[src/rtl/trit_pkg.sv]
`default_nettype none
// ============================================================================
//  Module   : trit_pkg
//  Purpose  : Shared trit encodings, FSM state encoding and trit arithmetic
//             helpers for the trit-serial SPI master.
//  Revision : 1.0  initial release
// ============================================================================
package trit_pkg;

  // Trit encoding on every 2-bit bus
  localparam logic [1:0] TRIT_Z = 2'b00;  // 0
  localparam logic [1:0] TRIT_P = 2'b01;  // +1
  localparam logic [1:0] TRIT_N = 2'b10;  // -1
  localparam logic [1:0] TRIT_X = 2'b11;  // invalid

  // sck trit-clock phases
  localparam logic [1:0] SCK_IDLE   = 2'b00;
  localparam logic [1:0] SCK_LAUNCH = 2'b01;
  localparam logic [1:0] SCK_SAMPLE = 2'b10;

  // FSM state encoding
  localparam logic [2:0] ST_IDLE   = 3'd0;
  localparam logic [2:0] ST_LAUNCH = 3'd1;
  localparam logic [2:0] ST_SAMPLE = 3'd2;
  localparam logic [2:0] ST_CKSUM  = 3'd3;
  localparam logic [2:0] ST_DONE   = 3'd4;

  typedef enum logic [2:0] {
    S_IDLE   = ST_IDLE,
    S_LAUNCH = ST_LAUNCH,
    S_SAMPLE = ST_SAMPLE,
    S_CKSUM  = ST_CKSUM,
    S_DONE   = ST_DONE
  } state_t;

  function automatic logic trit_valid(input logic [1:0] t);
    return (t != TRIT_X);
  endfunction

  // Invalid trits collapse to zero wherever they are consumed
  function automatic logic [1:0] trit_fix(input logic [1:0] t);
    return trit_valid(t) ? t : TRIT_Z;
  endfunction

  function automatic int trit_val(input logic [1:0] t);
    if (t == TRIT_P) return 1;
    else if (t == TRIT_N) return -1;
    else return 0;
  endfunction

  // Balanced mod-3 sum: result folded back into {-1,0,+1}
  function automatic logic [1:0] trit_add3(input logic [1:0] a, input logic [1:0] b);
    int s;
    s = trit_val(a) + trit_val(b);
    if (s > 1) s = s - 3;
    else if (s < -1) s = s + 3;
    if (s == 1) return TRIT_P;
    else if (s == -1) return TRIT_N;
    else return TRIT_Z;
  endfunction

endpackage
`default_nettype wire

[src/rtl/trit_sck_gen.sv]
`default_nettype none
// ============================================================================
//  Module   : trit_sck_gen
//  Purpose  : Half-period counter for the trit clock. Flags the first and the
//             last (CLKDIV-th) cycle of each sck phase. Restarted explicitly
//             when a transfer is accepted; wraps on its own at phase end.
//  Revision : 1.0  initial release
// ============================================================================
module trit_sck_gen #(
  parameter int CLKDIV = 4
) (
  input  logic i_clk,
  input  logic i_rst,      // synchronous, active-low
  input  logic i_restart,
  output logic o_first,
  output logic o_done
);

  localparam int CW = (CLKDIV > 1) ? $clog2(CLKDIV) : 1;
  localparam logic [CW-1:0] C_LAST = CW'(CLKDIV - 1);

  logic [CW-1:0] r_cnt;

  assign o_first = (r_cnt == '0);
  assign o_done  = (r_cnt == C_LAST);

  // Count cycles within a phase; each phase end or restart begins a new phase
  always_ff @(posedge i_clk) begin
    if (!i_rst || i_restart || o_done) r_cnt <= '0;
    else                               r_cnt <= r_cnt + 1'b1;
  end

endmodule
`default_nettype wire

[src/rtl/trit_spi_master.sv]
`default_nettype none
// ============================================================================
//  Module   : trit_spi_master
//  Purpose  : Trit-serial SPI master. Shifts an NTRITS-trit word out on mosi,
//             MS trit first, one trit per sck period, while capturing the
//             slave's reply on miso.
//  Options  : TRIT_SPI_CKSUM_EN - append a balanced mod-3 checksum trit
//             exchange after the data trits and flag a reply mismatch.
//  Revision : 1.0  initial release
// ============================================================================
module trit_spi_master
  import trit_pkg::*;
#(
  parameter int NTRITS = 3,
  parameter int CLKDIV = 4
) (
  input  logic                I_clk,
  input  logic                I_rst,
  input  logic [2*NTRITS-1:0] I_tx_data,
  input  logic                I_tx_valid,
  output logic                O_tx_ready,
  output logic [2*NTRITS-1:0] O_rx_data,
  output logic                O_rx_valid,
  output logic                O_rx_err,
  output logic [1:0]          O_mosi,
  input  logic [1:0]          I_miso,
  output logic [1:0]          O_sck
);

  localparam int W   = 2 * NTRITS;
  localparam int TCW = $clog2(NTRITS + 1);
  localparam logic [TCW-1:0] C_TLAST = TCW'(NTRITS - 1);

  state_t         r_state;
  logic [W-1:0]   r_tx_sh;
  logic [W-1:0]   r_rx_sh;
  logic [TCW-1:0] r_tcnt;
  logic           r_err;
`ifdef TRIT_SPI_CKSUM_EN
  logic [1:0]     r_tx_sum;
  logic [1:0]     r_rx_sum;
  logic           r_ck_half;   // 0: checksum launch phase, 1: sample phase
`endif

  logic           w_accept;
  logic           w_first;
  logic           w_done;
  logic [W-1:0]   w_tx_shl;
  logic [1:0]     w_tx_first;
  logic [1:0]     w_tx_next;
  logic [1:0]     w_miso;
  logic           w_miso_bad;
  logic [W-1:0]   w_rx_shl;

  assign w_accept   = (r_state == S_IDLE) && I_tx_valid && O_tx_ready;
  assign w_tx_shl   = r_tx_sh << 2;
  assign w_tx_first = trit_fix(I_tx_data[W-1 -: 2]);
  assign w_tx_next  = trit_fix(w_tx_shl[W-1 -: 2]);
  assign w_miso     = trit_fix(I_miso);
  assign w_miso_bad = !trit_valid(I_miso);
  assign w_rx_shl   = (r_rx_sh << 2) | W'(w_miso);

  trit_sck_gen #(
    .CLKDIV (CLKDIV)
  ) u_sck_gen (
    .i_clk     (I_clk),
    .i_rst     (I_rst),
    .i_restart (w_accept),
    .o_first   (w_first),
    .o_done    (w_done)
  );

  // Transfer FSM: all pin-facing outputs are registered here
  always_ff @(posedge I_clk) begin
    if (!I_rst) begin
      r_state    <= S_IDLE;
      O_tx_ready <= 1'b1;
      O_rx_data  <= '0;
      O_rx_valid <= 1'b0;
      O_rx_err   <= 1'b0;
      O_mosi     <= TRIT_Z;
      O_sck      <= SCK_IDLE;
      r_tx_sh    <= '0;
      r_rx_sh    <= '0;
      r_tcnt     <= '0;
      r_err      <= 1'b0;
`ifdef TRIT_SPI_CKSUM_EN
      r_tx_sum   <= TRIT_Z;
      r_rx_sum   <= TRIT_Z;
      r_ck_half  <= 1'b0;
`endif
    end else begin
      O_rx_valid <= 1'b0;
      case (r_state)
        S_IDLE: begin
          if (w_accept) begin
            r_tx_sh    <= I_tx_data;
            r_rx_sh    <= '0;
            r_tcnt     <= '0;
            r_err      <= 1'b0;
            O_tx_ready <= 1'b0;
            O_sck      <= SCK_LAUNCH;
            O_mosi     <= w_tx_first;
            r_state    <= S_LAUNCH;
`ifdef TRIT_SPI_CKSUM_EN
            r_tx_sum   <= w_tx_first;
            r_rx_sum   <= TRIT_Z;
            r_ck_half  <= 1'b0;
`endif
          end
        end
        S_LAUNCH: begin
          if (w_done) begin
            O_sck   <= SCK_SAMPLE;
            r_state <= S_SAMPLE;
          end
        end
        S_SAMPLE: begin
          // miso is taken once, on the first cycle of the sample phase
          if (w_first) begin
            r_rx_sh  <= w_rx_shl;
            r_err    <= r_err | w_miso_bad;
`ifdef TRIT_SPI_CKSUM_EN
            r_rx_sum <= trit_add3(r_rx_sum, w_miso);
`endif
          end
          if (w_done) begin
            if (r_tcnt == C_TLAST) begin
`ifdef TRIT_SPI_CKSUM_EN
              O_sck     <= SCK_LAUNCH;
              O_mosi    <= r_tx_sum;
              r_ck_half <= 1'b0;
              r_state   <= S_CKSUM;
`else
              O_sck     <= SCK_IDLE;
              O_mosi    <= TRIT_Z;
              r_state   <= S_DONE;
`endif
            end else begin
              r_tcnt   <= r_tcnt + 1'b1;
              r_tx_sh  <= w_tx_shl;
              O_mosi   <= w_tx_next;
              O_sck    <= SCK_LAUNCH;
              r_state  <= S_LAUNCH;
`ifdef TRIT_SPI_CKSUM_EN
              r_tx_sum <= trit_add3(r_tx_sum, w_tx_next);
`endif
            end
          end
        end
`ifdef TRIT_SPI_CKSUM_EN
        S_CKSUM: begin
          // An invalid checksum trit never equals the running sum, so it also flags
          if (r_ck_half && w_first) begin
            r_err <= r_err | (I_miso != r_rx_sum);
          end
          if (w_done) begin
            if (!r_ck_half) begin
              r_ck_half <= 1'b1;
              O_sck     <= SCK_SAMPLE;
            end else begin
              O_sck     <= SCK_IDLE;
              O_mosi    <= TRIT_Z;
              r_state   <= S_DONE;
            end
          end
        end
`endif
        S_DONE: begin
          O_rx_valid <= 1'b1;
          O_rx_data  <= r_rx_sh;
          O_rx_err   <= r_err;
          O_tx_ready <= 1'b1;
          r_state    <= S_IDLE;
        end
        default: begin
          r_state <= S_IDLE;
        end
      endcase
    end
  end

endmodule
`default_nettype wire
[config.mk]
export PLATFORM = sky130hd
export DESIGN_NAME = trit_spi_master
export DESIGN_NICKNAME = d
export VERILOG_FILES = /design/src/rtl/trit_pkg.sv /design/src/rtl/trit_sck_gen.sv /design/src/rtl/trit_spi_master.sv
export SDC_FILE = /design/constraint.sdc
export NUM_CORES = 1
export LEC_CHECK = 0
export ABC_AREA = 1
export BUFFER_PORTS_ARGS = -buffer_cell sky130_fd_sc_hd__clkbuf_2
export CAP_MARGIN = 20
export CORE_ASPECT_RATIO = 1.5
export CORE_UTILIZATION = 56
export CTS_BUF_LIST = sky130_fd_sc_hd__clkbuf_4 sky130_fd_sc_hd__clkbuf_8
export CTS_CLUSTER_SIZE = 14
export DETAILED_ROUTE_END_ITERATION = 12
export GPL_TIMING_DRIVEN = 0
export HOLD_SLACK_MARGIN = 0.02
export PLACE_DENSITY = 0.8
export SYNTH_ARGS = -nofsm -noshare
export SYNTH_HDL_FRONTEND = slang
export SYNTH_SLANG_ARGS = --single-unit
[constraint.sdc]
create_clock -name I_clk -period 1.6 [get_ports I_clk]
set_clock_uncertainty 0.05 [all_clocks]
set_input_delay 0.16 -clock I_clk [delete_from_list [all_inputs] [get_ports I_clk]]
set_output_delay 0.16 -clock I_clk [all_outputs]
set_load 0.02 [all_outputs]
==> results of run 1 <==
## per-stage QoR
stage	std cells	power (mW)	hold slack (ps)
6_report	237	1.49	39.9
5_1_grt	237	1.57	39.4
4_1_cts	237	1.51	21.8
3_5_place_dp	230	1.09	374
3_3_place_gp	230	1.08	369
2_1_floorplan	185	1.03	266
## cell type report
class,count,share of cell area (%)
Multi-Input combinational cell,126,39.4
Inverter,24,5.97
Sequential cell,31,40.6
Clock buffer,6,2.95
Tap cell,23,1.88
Buffer,4,1.31
Timing Repair Buffer,23,7.86
## logic make-up after synthesis
group                      count (synthesis)  share of synthesized area [%]
buffers and inverters                     28                           8.34
and+or+nand+nor                          101                           33.5
DFF                                       31                           46.5
AOI/OAI and AO/OA                         22                           8.90
adders and majority gates                  3                           2.81
## power groups by stage
stage                     logic (mW)  clock network, mW  registers (mW)
after floorplan                0.158                  0           0.869
after global placement         0.228                  0           0.856
after detailed placement       0.235                  0           0.859
after CTS                      0.238              0.432           0.841
after global routing           0.276              0.453           0.845
final                          0.237              0.415           0.840
## timing repair
item                                    4_1_cts  5_1_grt
endpoints found under the setup margin        0        0
hold buffers                                  1        0
hold endpoints to repair                      1        0
## synth_stat cells, drive strengths merged
| library cell | number | area, sq um |
|---|---|---|
| nand2 | 59 | 244 |
| dfxtp | 31 | 621 |
| inv | 23 | 86.3 |
| nor2 | 22 | 100 |
| nand3 | 17 | 85.1 |
| a21oi | 13 | 65.1 |
| o21ai | 5 | 25.0 |
| ha | 3 | 37.5 |
| buf | 2 | 12.5 |
| clkbuf | 2 | 7.51 |
| o21bai | 2 | 15.0 |
| clkinv | 1 | 5.00 |
| nand4 | 1 | 6.26 |
| nor3 | 1 | 5.00 |
| nor4 | 1 | 6.26 |
| o211ai | 1 | 7.51 |
| o22ai | 1 | 6.26 |
## metal layers
metal | vias to the layer above | part of all wire [%] | global-route usage, %
met3 | 6 | 4.7 | 6.94
met4 | 0 | 2.2 | 13.4
li1 | 636 | - | -
met1 | 573 | 38 | 24.7
met2 | 36 | 55 | 46.2
met5 | - | 0 | 0
## worst reg2reg max path: cells and delay by family (launching register included)
kind | cells | cell delay (ps)
flops | 1 | 390
compound gates | 1 | 130
simple gates | 5 | 780
## path summary, 6_finish.rpt
path,slack (ps),depth (start not counted),to,start
max,170,6,r_tx_sh[2]$_SDFFE_PN0P_,r_state[0]$_SDFFE_PN0P_
min reg2reg,390,1,u_sck_gen.r_cnt[0]$_SDFF_PP0_,u_sck_gen.r_cnt[0]$_SDFF_PP0_
max reg2reg,170,6,r_tx_sh[2]$_SDFFE_PN0P_,r_state[0]$_SDFFE_PN0P_
min,40,3,r_err$_SDFFE_PN0P_,I_miso[0]
## state kept, by name, indices dropped and copies added, names as in the netlist
signal	flops
O_rx_data	6
r_rx_sh	6
r_tx_sh	4
r_state	3
O_mosi	2
O_sck	2
r_tcnt	2
u_sck_gen.r_cnt	2
O_rx_err	1
O_rx_valid	1
O_tx_ready	1
r_err	1
==> summary by stage, run 1 <==
Place
The half-perimeter wire length after detailed placement is 2.08 mm. The count of port buffers added during placement is 22. Once placement finished, the instance area stood at 1470 sq um. The weighted congestion at the end of routability-driven global placement is 0.805. The worst-case setup slack after placement is 175 ps.

Final layout
The share of layout cells above drive strength 1 is 18.7%. The post-synthesis to final-layout area growth is 14.5%. The sequential cell area in the final layout is 621 sq um. The number of inserted diodes is 0.

In the layout the commonest cells are nand2_1, dfxtp_1, inv_1, clkbuf_2, nor2_1. The final design instance area without fill is 1530 sq um. For this run, the post-layout net count is 229. The layout has 214 filler cells. Cells fill 68.5% of the core in the end. The library cell used most frequently in the layout, excluding fill and tap cells, is nand2_1. The multi-input combinational cells in the finished layout cover a total of 603 sq um.

Critical path
Along the worst path, the maximum fanout reaches 9. The total buffers and inverters traversed by the critical path is 0. The largest single stage delay on the critical path is 390 ps. The critical setup path kind is reg -> reg.

STA classifies the critical path startpoint as a flip-flop. At the worst endpoint, the required time is 1790 ps. Traced cell by cell, the critical path runs through nor2_2 > nand4_1 > nand2_2 > nand2_4 > o21bai_1 > nor2_1.

The signal arrival time at the worst endpoint is 1620 ps. The top cell family by delay on the critical path is simple AND/OR/NAND/NOR gates. The master of the slowest instance on the critical path is dfxtp_1. The type of element capturing the critical path is a flip-flop.

Die
The initialized floorplan defines 21 standard-cell rows. Measured along the y axis, the die boundary spans 61.8 microns. The die is 41.9 microns wide. The initial standard-cell utilization of the core is 59.8%. During I/O placement, the number of pins put on the boundary was 24. The core region is 2230 sq um. The die covers 2590 sq um.

Timing
In the finished design, the share of the clock period the worst path needs comes to 89.5%. The count of final max-slew check failures is 0. Setup violations remaining at the end of the flow were counted as 0.

The number of hold violations in the final report is 0. After routing, the total negative slack on setup checks comes to 0 ps. For the pin with the worst max-slew slack, the measured transition is 442 ps. The worst path in the final design needs a cycle of 1430 ps, including I/O delays and setup.

Across all setup checks in the final design, the least slack found is 167 ps. Setup repair after global routing left no endpoint under its margin. In this run the tightest slew margin relative to its limit is 70.5%. Based on the critical path, the design can be clocked at up to 698 MHz.

Clocking
The H-tree generated during clock tree synthesis spans 2 levels. The number of buffers created by CTS is 5. The buffer count from post-CTS setup fixing is 0.

The number of resized instances in the post-cts repair step is 0. The clock passes through at most 2 buffers. Clock-pin slew was measured on the worst setup and hold paths at 80 ps. At the later pin of the worst-skew pair, clock insertion delay measures 340 ps. The CTS tree is done.

The root buffer cell chosen for the clock tree is clkbuf_4. CTS saw 31 sinks.

Synthesis
The Yosys step of the flow raised 0 warnings. The number of standard cells after synthesis is 185. Counting distinct cell types in the post-synthesis netlist gives 23. The synthesized flop and latch total is 31.

After synthesis the cells add up to 1340 sq um. After synthesis, the mean cell area works out to 7.22 sq um. The number of nets produced by synthesis is 199. After synthesis, flip-flops and latches occupy 46.5% of the total area.

Routing
The antenna violation net count after detailed routing is 0. Using the TritonRoute via totals, the vias-per-cell ratio works out to 5.28. The number of violations reported at the end of detailed-routing iteration 0 is 26. The wire length per cell after detailed routing is 12.1 microns.

The number of DRC violations after detailed routing is 0. After detailed routing, the total wire length is 2.87 mm. For this run, the detailed router's first-pass iteration total came to 4. The total number of vias is 1251.

GRT
The largest net degree at the start of global routing is 11. The wire length of the first global-routing pass is 4.66 mm. Across every metal layer, demand over resource in global routing totals 24.6%. The number of global-route vias before repair came to 1129. The final global-route overflow total is 0. The number of antenna violations at the first check in global routing is 0.

Power
The clock power share is 27.8%. The power density normalized to cell area is 976 nW/um^2. Cell internal power was estimated by the tool at 1.07 mW. For this design the total switching power over the nets is 0.424 mW. IR analysis of the VDD net gives a maximum drop of 0.656 mV.

For this design the static power due to leakage is 0.731 nW. The part of the power in registers is 56.3%. In this run, the combinational gates consume 15.9% of the power.

The switching share of total power is 28.4%.

Worst hold path
The worst hold path belongs to the class in -> reg.

Flow run
The count of max-cap constraint violations is 0.

Outcome
The run finished with clean final reports.
No activity file was read; power rests on OpenSTA's default activity.
==> inputs of run 2 (changes only) <==
--- a/config.mk
+++ b/config.mk
@@ -9,13 +9,13 @@
 export BUFFER_PORTS_ARGS = -buffer_cell sky130_fd_sc_hd__clkbuf_2
 export CAP_MARGIN = 20
 export CORE_ASPECT_RATIO = 1.5
-export CORE_UTILIZATION = 56
-export CTS_BUF_LIST = sky130_fd_sc_hd__clkbuf_4 sky130_fd_sc_hd__clkbuf_8
+export CORE_UTILIZATION = 60
+export CTS_BUF_LIST = sky130_fd_sc_hd__clkbuf_2
 export CTS_CLUSTER_SIZE = 14
 export DETAILED_ROUTE_END_ITERATION = 12
 export GPL_TIMING_DRIVEN = 0
 export HOLD_SLACK_MARGIN = 0.02
-export PLACE_DENSITY = 0.8
+export PLACE_DENSITY = 0.85
 export SYNTH_ARGS = -nofsm -noshare
 export SYNTH_HDL_FRONTEND = slang
 export SYNTH_SLANG_ARGS = --single-unit
==> constraint.sdc (replaced) <==
create_clock -name I_clk -period 1.8 [get_ports I_clk]
set_clock_uncertainty 0.05 [all_clocks]
set_input_delay 0.18 -clock I_clk [delete_from_list [all_inputs] [get_ports I_clk]]
set_output_delay 0.18 -clock I_clk [all_outputs]
set_load 0.02 [all_outputs]
==> run 2 against run 1 <==
  * Count of clock-buffer cells in the layout did not move
  * Critical endpoint unchanged
  * Die area fell by 6.4%
  * Utilization rose by 6.2 points
  * Largest cell class unchanged
  * Setup slack improved by 180 ps
  * Sequential share of layout area fell by 0.099 points
  * Highest routed layer unchanged
  * Critical path depth did not move
  * Combinational power fell by 9.7%
  * Sequential power fell by 11%
==> summary by stage, run 2 (synthesis results as in run 1) <==
Timing
The shortest clock period the worst path allows after layout is 1450 ps (was 1430 ps). The tightest hold margin is 40.0 ps (was 39.9 ps). The relative slew slack came to 72.4% (was 70.5%).

The actual slew at the worst max-slew pin is 414 ps (was 442 ps). The final worst setup slack is 347 ps (was 167 ps). The number of hold violations in the final report was 0 (unchanged). The accumulated negative setup slack is 0 ps (unchanged).

The number of setup violations in the final report came to 0 (unchanged). The top achievable clock speed was 688 MHz (was 698 MHz). The share of the cycle needed by the critical path after routing is 80.7% (was 89.5%). The count of final max-slew check failures is 0 (unchanged). Setup repair after global routing missed its margin: no (unchanged).

Final layout
Registers with the most flip-flops: O_rx_data (6), r_rx_sh (6), r_tx_sh (4) (unchanged). The final cell count without fillers is 238 (was 237). Highest-count cells in the layout ignoring fill and taps: nand2_1, dfxtp_1, clkbuf_2, inv_1, nor2_1 (was nand2_1, dfxtp_1, inv_1, clkbuf_2, nor2_1).

The post-synthesis to final-layout area growth is 14.8% (was 14.5%). The share of layout cells above drive strength 1 was 18.5% (was 18.7%). The net count of the finished layout is 231 (was 229).

The number of inserted diodes is 0 (unchanged). The number of fillers in the final layout was 165 (was 214). The most frequent standard cell in the layout excluding fill and tap cells is nand2_1 (unchanged).

Routing
The length of the first detailed-routing pass in iterations is 4 (unchanged). The total number of vias is 1235 (was 1251). The wire length reported by the detailed router came to 2.76 mm (was 2.87 mm). The wire length per cell after detailed routing is 11.6 microns (was 12.1 microns). The via density per instance is 5.19 (was 5.28). The antenna violation net count after detailed routing is 0 (unchanged). The number of DRC violations after detailed routing is 0 (unchanged). The number of violations reported at the end of detailed-routing iteration 0 is 33 (was 26).

Die
The height of the die came to 59.8 microns (was 61.8 microns). The floorplan die area was 2420 sq um (was 2590 sq um). The initial standard-cell utilization of the core came to 65.1% (was 59.8%). The number of rows created at floorplan is 20 (was 21). The core area is 2050 sq um (was 2230 sq um). The chip width is 40.5 microns (was 41.9 microns). The top-level port count is 24 (unchanged).

Clocking
The number of buffers created by CTS is 5 (unchanged). The maximum clock path buffer count is 2 (unchanged). The clock-pin slew reported for the worst setup and hold paths after clock tree synthesis is 140 ps (was 80 ps). The latest clock arrival within the worst-skew pair is 360 ps (was 340 ps). The number of resized instances in the post-cts repair step is 0 (unchanged). The level count of the clock H-tree was 2 (unchanged). The total clock sinks is 31 (unchanged). The CTS tree is done (unchanged). The clock root buffer master is clkbuf_2 (was clkbuf_4).

The buffer count from post-CTS setup fixing is 0 (unchanged).

Critical path
The type of element capturing the critical path is a flip-flop (unchanged). The critical setup path kind is reg -> reg (unchanged). The signal arrival time at the worst endpoint is 1670 ps (was 1620 ps). The critical path data required time came to 2020 ps (was 1790 ps). The type of element launching the critical path was a flip-flop (unchanged). The largest fanout on the critical path is 9 (unchanged).

Place
The count of port buffers added during placement is 22 (unchanged). The placed instance count is 229 (was 230). The weighted congestion at the end of routability-driven global placement came to 0.793 (was 0.805).

The worst-case setup slack after placement is 376 ps (was 175 ps). The half-perimeter wire length after detailed placement is 2.04 mm (was 2.08 mm).

Flow run
The count of max-cap constraint violations is 0 (unchanged).

GRT
The number of antenna violations at the first check in global routing is 0 (unchanged). The final global-route overflow total is 0 (unchanged). The wire length of the first global-routing pass is 4.26 mm (was 4.66 mm). The largest net degree at the start of global routing is 11 (unchanged). The overall fraction of global-route tracks in use is 26.6% (was 24.6%). The number of global-route vias before repair was 1096 (was 1129).

Power
The power density normalized to cell area is 821 nW/um^2 (was 976 nW/um^2). The reported leakage power was 0.737 nW (was 0.731 nW). The worst-case vdd ir drop came to 0.499 mV (was 0.656 mV).

Worst hold path
The class of the tightest hold or removal check is in -> reg (unchanged).

Outcome
Outcome: completed (unchanged).
==> run 2: changes by cell type in the layout (fill, tap and decap cells not counted) <==
cell and delta:
clkbuf_4 -6, dlygate4sd3_1 +2, clkbuf_2 +6
==> run 2: report_power, final <==
part,internal (mW),switching [mW],leakage (nW)
registers,0.723,0.0256,0.252
logic,0.0770,0.137,0.459
clock network,0.0876,0.209,0.0249
total,0.888,0.371,0.737
==> run 2: path summary, 6_finish.rpt <==
check	startpoint	endpoint	slack [ps]	depth (start not counted)
worst max register to register	r_state[0]$_SDFFE_PN0P_	r_tx_sh[2]$_SDFFE_PN0P_	350	6
worst max-delay path	r_state[0]$_SDFFE_PN0P_	r_tx_sh[2]$_SDFFE_PN0P_	350	6
worst min-delay path	I_miso[1]	r_err$_SDFFE_PN0P_	40	3
worst min register to register	r_rx_sh[4]$_SDFFE_PN0P_	O_rx_data[4]$_SDFFE_PN0P_	410	2
==> run 2: critical path, stage by stage (launching register included) <==
cell and delay (ps):
dfxtp_1 410, nor2_2 170, nand4_1 240, nand2_2 190
nand2_4 100, o21bai_1 140, nor2_1 60
==> run 2: metrics by stage <==
stage          cell area [sq um]  utilization, %  power (mW)
6_report                    1530            74.7        1.26
5_1_grt                     1530            74.7        1.33
4_1_cts                     1530            74.7        1.27
3_5_place_dp                1470            71.8       0.972
3_3_place_gp                1470            71.8       0.963
2_1_floorplan               1340               -       0.913
==> run 2: per-layer routing <==
metal	share of wire (%)	wire length, microns	GRT usage (%)	vias to the layer above
met5	0	0	0	-
met4	2.4	65	15.7	0
met3	4.3	118	5.58	8
met2	53	1470	46.9	29
met1	40	1110	26.3	552
li1	-	-	-	646
==> run 2: area by class of cell <==
type                       count  area (sq um)  area share (%)
timing repair buffer          25           140            9.14
clock buffer                   6          30.0            1.96
sequential                    31           621            40.5
buffer                         4          20.0            1.31
inverter                      24          91.3            5.96
multi-input combinational    126           603            39.3
tap                           22          27.5            1.80
==> run 2: repair_timing <==
action                                  CTS  global route
hold buffers                              3             0
endpoints found under the setup margin    0             0
hold endpoints to repair                  3             0
==> inputs of run 3 (changes only) <==
--- a/config.mk
+++ b/config.mk
@@ -9,13 +9,13 @@
 export BUFFER_PORTS_ARGS = -buffer_cell sky130_fd_sc_hd__clkbuf_2
 export CAP_MARGIN = 20
 export CORE_ASPECT_RATIO = 1.5
-export CORE_UTILIZATION = 60
+export CORE_UTILIZATION = 56
 export CTS_BUF_LIST = sky130_fd_sc_hd__clkbuf_2
 export CTS_CLUSTER_SIZE = 14
 export DETAILED_ROUTE_END_ITERATION = 12
 export GPL_TIMING_DRIVEN = 0
 export HOLD_SLACK_MARGIN = 0.02
-export PLACE_DENSITY = 0.85
+export PLACE_DENSITY = 0.8
 export SYNTH_ARGS = -nofsm -noshare
 export SYNTH_HDL_FRONTEND = slang
 export SYNTH_SLANG_ARGS = --single-unit
==> constraint.sdc (replaced) <==
create_clock -name I_clk -period 1.5 [get_ports I_clk]
set_clock_uncertainty 0.05 [all_clocks]
set_input_delay 0.15 -clock I_clk [delete_from_list [all_inputs] [get_ports I_clk]]
set_output_delay 0.15 -clock I_clk [all_outputs]
set_load 0.02 [all_outputs]
==> run 3 against run 2 <==
  * Hold slack better by 8.6 ps
  * Flip-flop and latch count unchanged
  * Setup slack worse by 210 ps
  * Wire length up 4.3%
  * Count of clock-buffer cells in the layout unchanged
  * Clock power up 24%
  * Total power up 21%
  * Design area up 2.5%
  * Die area up 6.8%
  * Fmax up 6.3%
==> summary by stage, run 3 (synthesis results as in run 1) <==
Outcome
Outcome: completed (unchanged).

Final layout
Registers with the most flip-flops: O_rx_data (6), r_rx_sh (6), r_tx_sh (4) (unchanged). The share of layout cells above drive strength 1 was 20.9% (was 18.5%). The most frequent standard cell in the layout excluding fill and tap cells was nand2_1 (unchanged). The net count of the finished layout is 235 (was 231). The post-synthesis to final-layout area growth came to 17.7% (was 14.8%).

Highest-count cells in the layout ignoring fill and taps: nand2_1, dfxtp_1, clkbuf_2, inv_1, nor2_1 (unchanged). The final design instance area without fill came to 1570 sq um (was 1530 sq um). The number of inserted diodes came to 0 (unchanged). The final cell count without fillers is 243 (was 238).

Routing
The length of the first detailed-routing pass in iterations is 4 (unchanged). The number of DRC violations after detailed routing is 0 (unchanged). The number of violations reported at the end of detailed-routing iteration 0 is 29 (was 33). The via density per instance is 5.24 (was 5.19). The wire length per cell after detailed routing is 11.9 microns (was 11.6 microns). The antenna violation net count after detailed routing is 0 (unchanged). The wire length reported by the detailed router is 2.88 mm (was 2.76 mm). The total number of vias is 1274 (was 1235).

GRT
The largest net degree at the start of global routing was 11 (unchanged). The number of antenna violations at the first check in global routing was 0 (unchanged). The final global-route overflow total was 0 (unchanged). The wire length of the first global-routing pass came to 4.67 mm (was 4.26 mm).

The number of global-route vias before repair is 1149 (was 1096). The overall fraction of global-route tracks in use is 24.5% (was 26.6%).

Critical path
The largest fanout on the critical path is 9 (unchanged). The signal arrival time at the worst endpoint is 1590 ps (was 1670 ps). The critical setup path kind is reg -> reg (unchanged). The critical path data required time is 1720 ps (was 2020 ps).

The type of element launching the critical path is a flip-flop (unchanged). The type of element capturing the critical path was a flip-flop (unchanged).

Die
The height of the die is 61.8 microns (was 59.8 microns). The number of rows created at floorplan is 21 (was 20). The floorplan die area is 2590 sq um (was 2420 sq um). The chip width is 41.9 microns (was 40.5 microns). The initial standard-cell utilization of the core is 59.8% (was 65.1%).

The top-level port count was 24 (unchanged). The core area was 2230 sq um (was 2050 sq um).

Timing
The number of setup violations in the final report is 0 (unchanged). The accumulated negative setup slack is 0 ps (unchanged). The relative slew slack is 72.2% (was 72.4%).

The number of hold violations in the final report came to 0 (unchanged). The count of final max-slew check failures came to 0 (unchanged). The actual slew at the worst max-slew pin is 417 ps (was 414 ps). The shortest clock period the worst path allows after layout was 1370 ps (was 1450 ps). The share of the cycle needed by the critical path after routing came to 91.1% (was 80.7%). The top achievable clock speed was 732 MHz (was 688 MHz). Setup repair after global routing missed its margin: yes (was no).

Place
The placed instance count was 230 (was 229). The post-placement cell area was 1470 sq um (about the same). The weighted congestion at the end of routability-driven global placement came to 0.805 (was 0.793).

The half-perimeter wire length after detailed placement is 2.08 mm (was 2.04 mm). The count of port buffers added during placement is 22 (unchanged).

Clocking
The number of buffers created by CTS is 5 (unchanged). The latest clock arrival within the worst-skew pair is 380 ps (was 360 ps). The CTS tree is done (unchanged).

The clock-pin slew reported for the worst setup and hold paths after clock tree synthesis came to 150 ps (was 140 ps). The clock root buffer master is clkbuf_2 (unchanged). The level count of the clock H-tree was 2 (unchanged). The total clock sinks is 31 (unchanged). The maximum clock path buffer count is 2 (unchanged).

Flow run
The count of max-cap constraint violations is 0 (unchanged).

Power
The worst-case vdd ir drop is 0.721 mV (was 0.499 mV). The power density normalized to cell area is 973 nW/um^2 (was 821 nW/um^2). The reported leakage power is 0.760 nW (was 0.737 nW). The switching share of total power is 29.9% (was 29.5%). The switching power is 0.457 mW (was 0.371 mW). The combinational group share of total power is 17.3% (was 17.0%). The clock power share is 24.0% (was 23.5%). The part of the power in registers is 58.7% (was 59.5%). The internal power was 1.07 mW (was 0.888 mW).

The overall power is 1.53 mW (was 1.26 mW).

Worst hold path
The class of the tightest hold or removal check is in -> reg (unchanged).
[run 3: cell count changes in the layout (fill, tap and decap cells not counted), sizes merged]
| cell | delta |
|---|---|
| buf | +3 |
| dlygate4sd3 | +1 |
[run 3: final timing paths]
path / from / cells after the start / endpoint / slack (ps)
hold / removal: I_tx_data[4] / 4 / O_mosi[1]$_SDFFE_PN0P_ / 50
setup reg to reg: r_state[0]$_SDFFE_PN0P_ / 6 / r_tx_sh[2]$_SDFFE_PN0P_ / 130
hold reg to reg: u_sck_gen.r_cnt[0]$_SDFF_PP0_ / 1 / u_sck_gen.r_cnt[0]$_SDFF_PP0_ / 400
setup / recovery: r_state[0]$_SDFFE_PN0P_ / 6 / r_tx_sh[2]$_SDFFE_PN0P_ / 130
[run 3: per-stage QoR]
stage / utilization (%) / setup WS (ps) / hold WS (ps)
2_1_floorplan: - / 250 / 256
3_3_place_gp: 66.0 / 106 / 359
3_5_place_dp: 66.0 / 74.9 / 364
4_1_cts: 69.1 / 52.5 / 35.5
5_1_grt: 70.4 / -5.79 / 70.5
6_report: 70.4 / 133 / 48.6
[run 3: repair_timing]
action                                  CTS  global route
endpoints found under the setup margin    0            16
resized for setup                         0             4
buffers inserted                          0             3
hold buffers                              4             0
hold endpoints to repair                  4             0
[run 3: worst max-delay path, cell delays in order (launching register included)]
cell	delay (ps)
dfxtp_4	390
nor2_2	140
nand4_1	250
nand2_2	180
nand2_4	90
o21bai_1	130
nor2_1	50
[run 3: routing by layer]
layer  part of all wire (%)  track usage, %
met4                    2.3            14.7
met5                      0               0
met1                     40            24.7
met3                    3.6            5.20
met2                     54            46.7
[run 3: power by group through the flow]
stage                     clock (mW)  sequential (mW)  combinational, mW
after global placement             0            0.913              0.243
after floorplan                    0            0.927              0.169
final                          0.366            0.897              0.265
after CTS                      0.371            0.898              0.259
after global routing           0.398            0.903              0.308
after detailed placement           0            0.916              0.250
[run 3: final cells by class]
class / instances / area, sq um
clock buffer: 6 / 30.0
sequential: 31 / 626
timing repair buffer: 29 / 173
buffer: 4 / 20.0
inverter: 24 / 91.3
fill: 204 / 662
tap: 23 / 28.8
multi-input combinational: 126 / 603
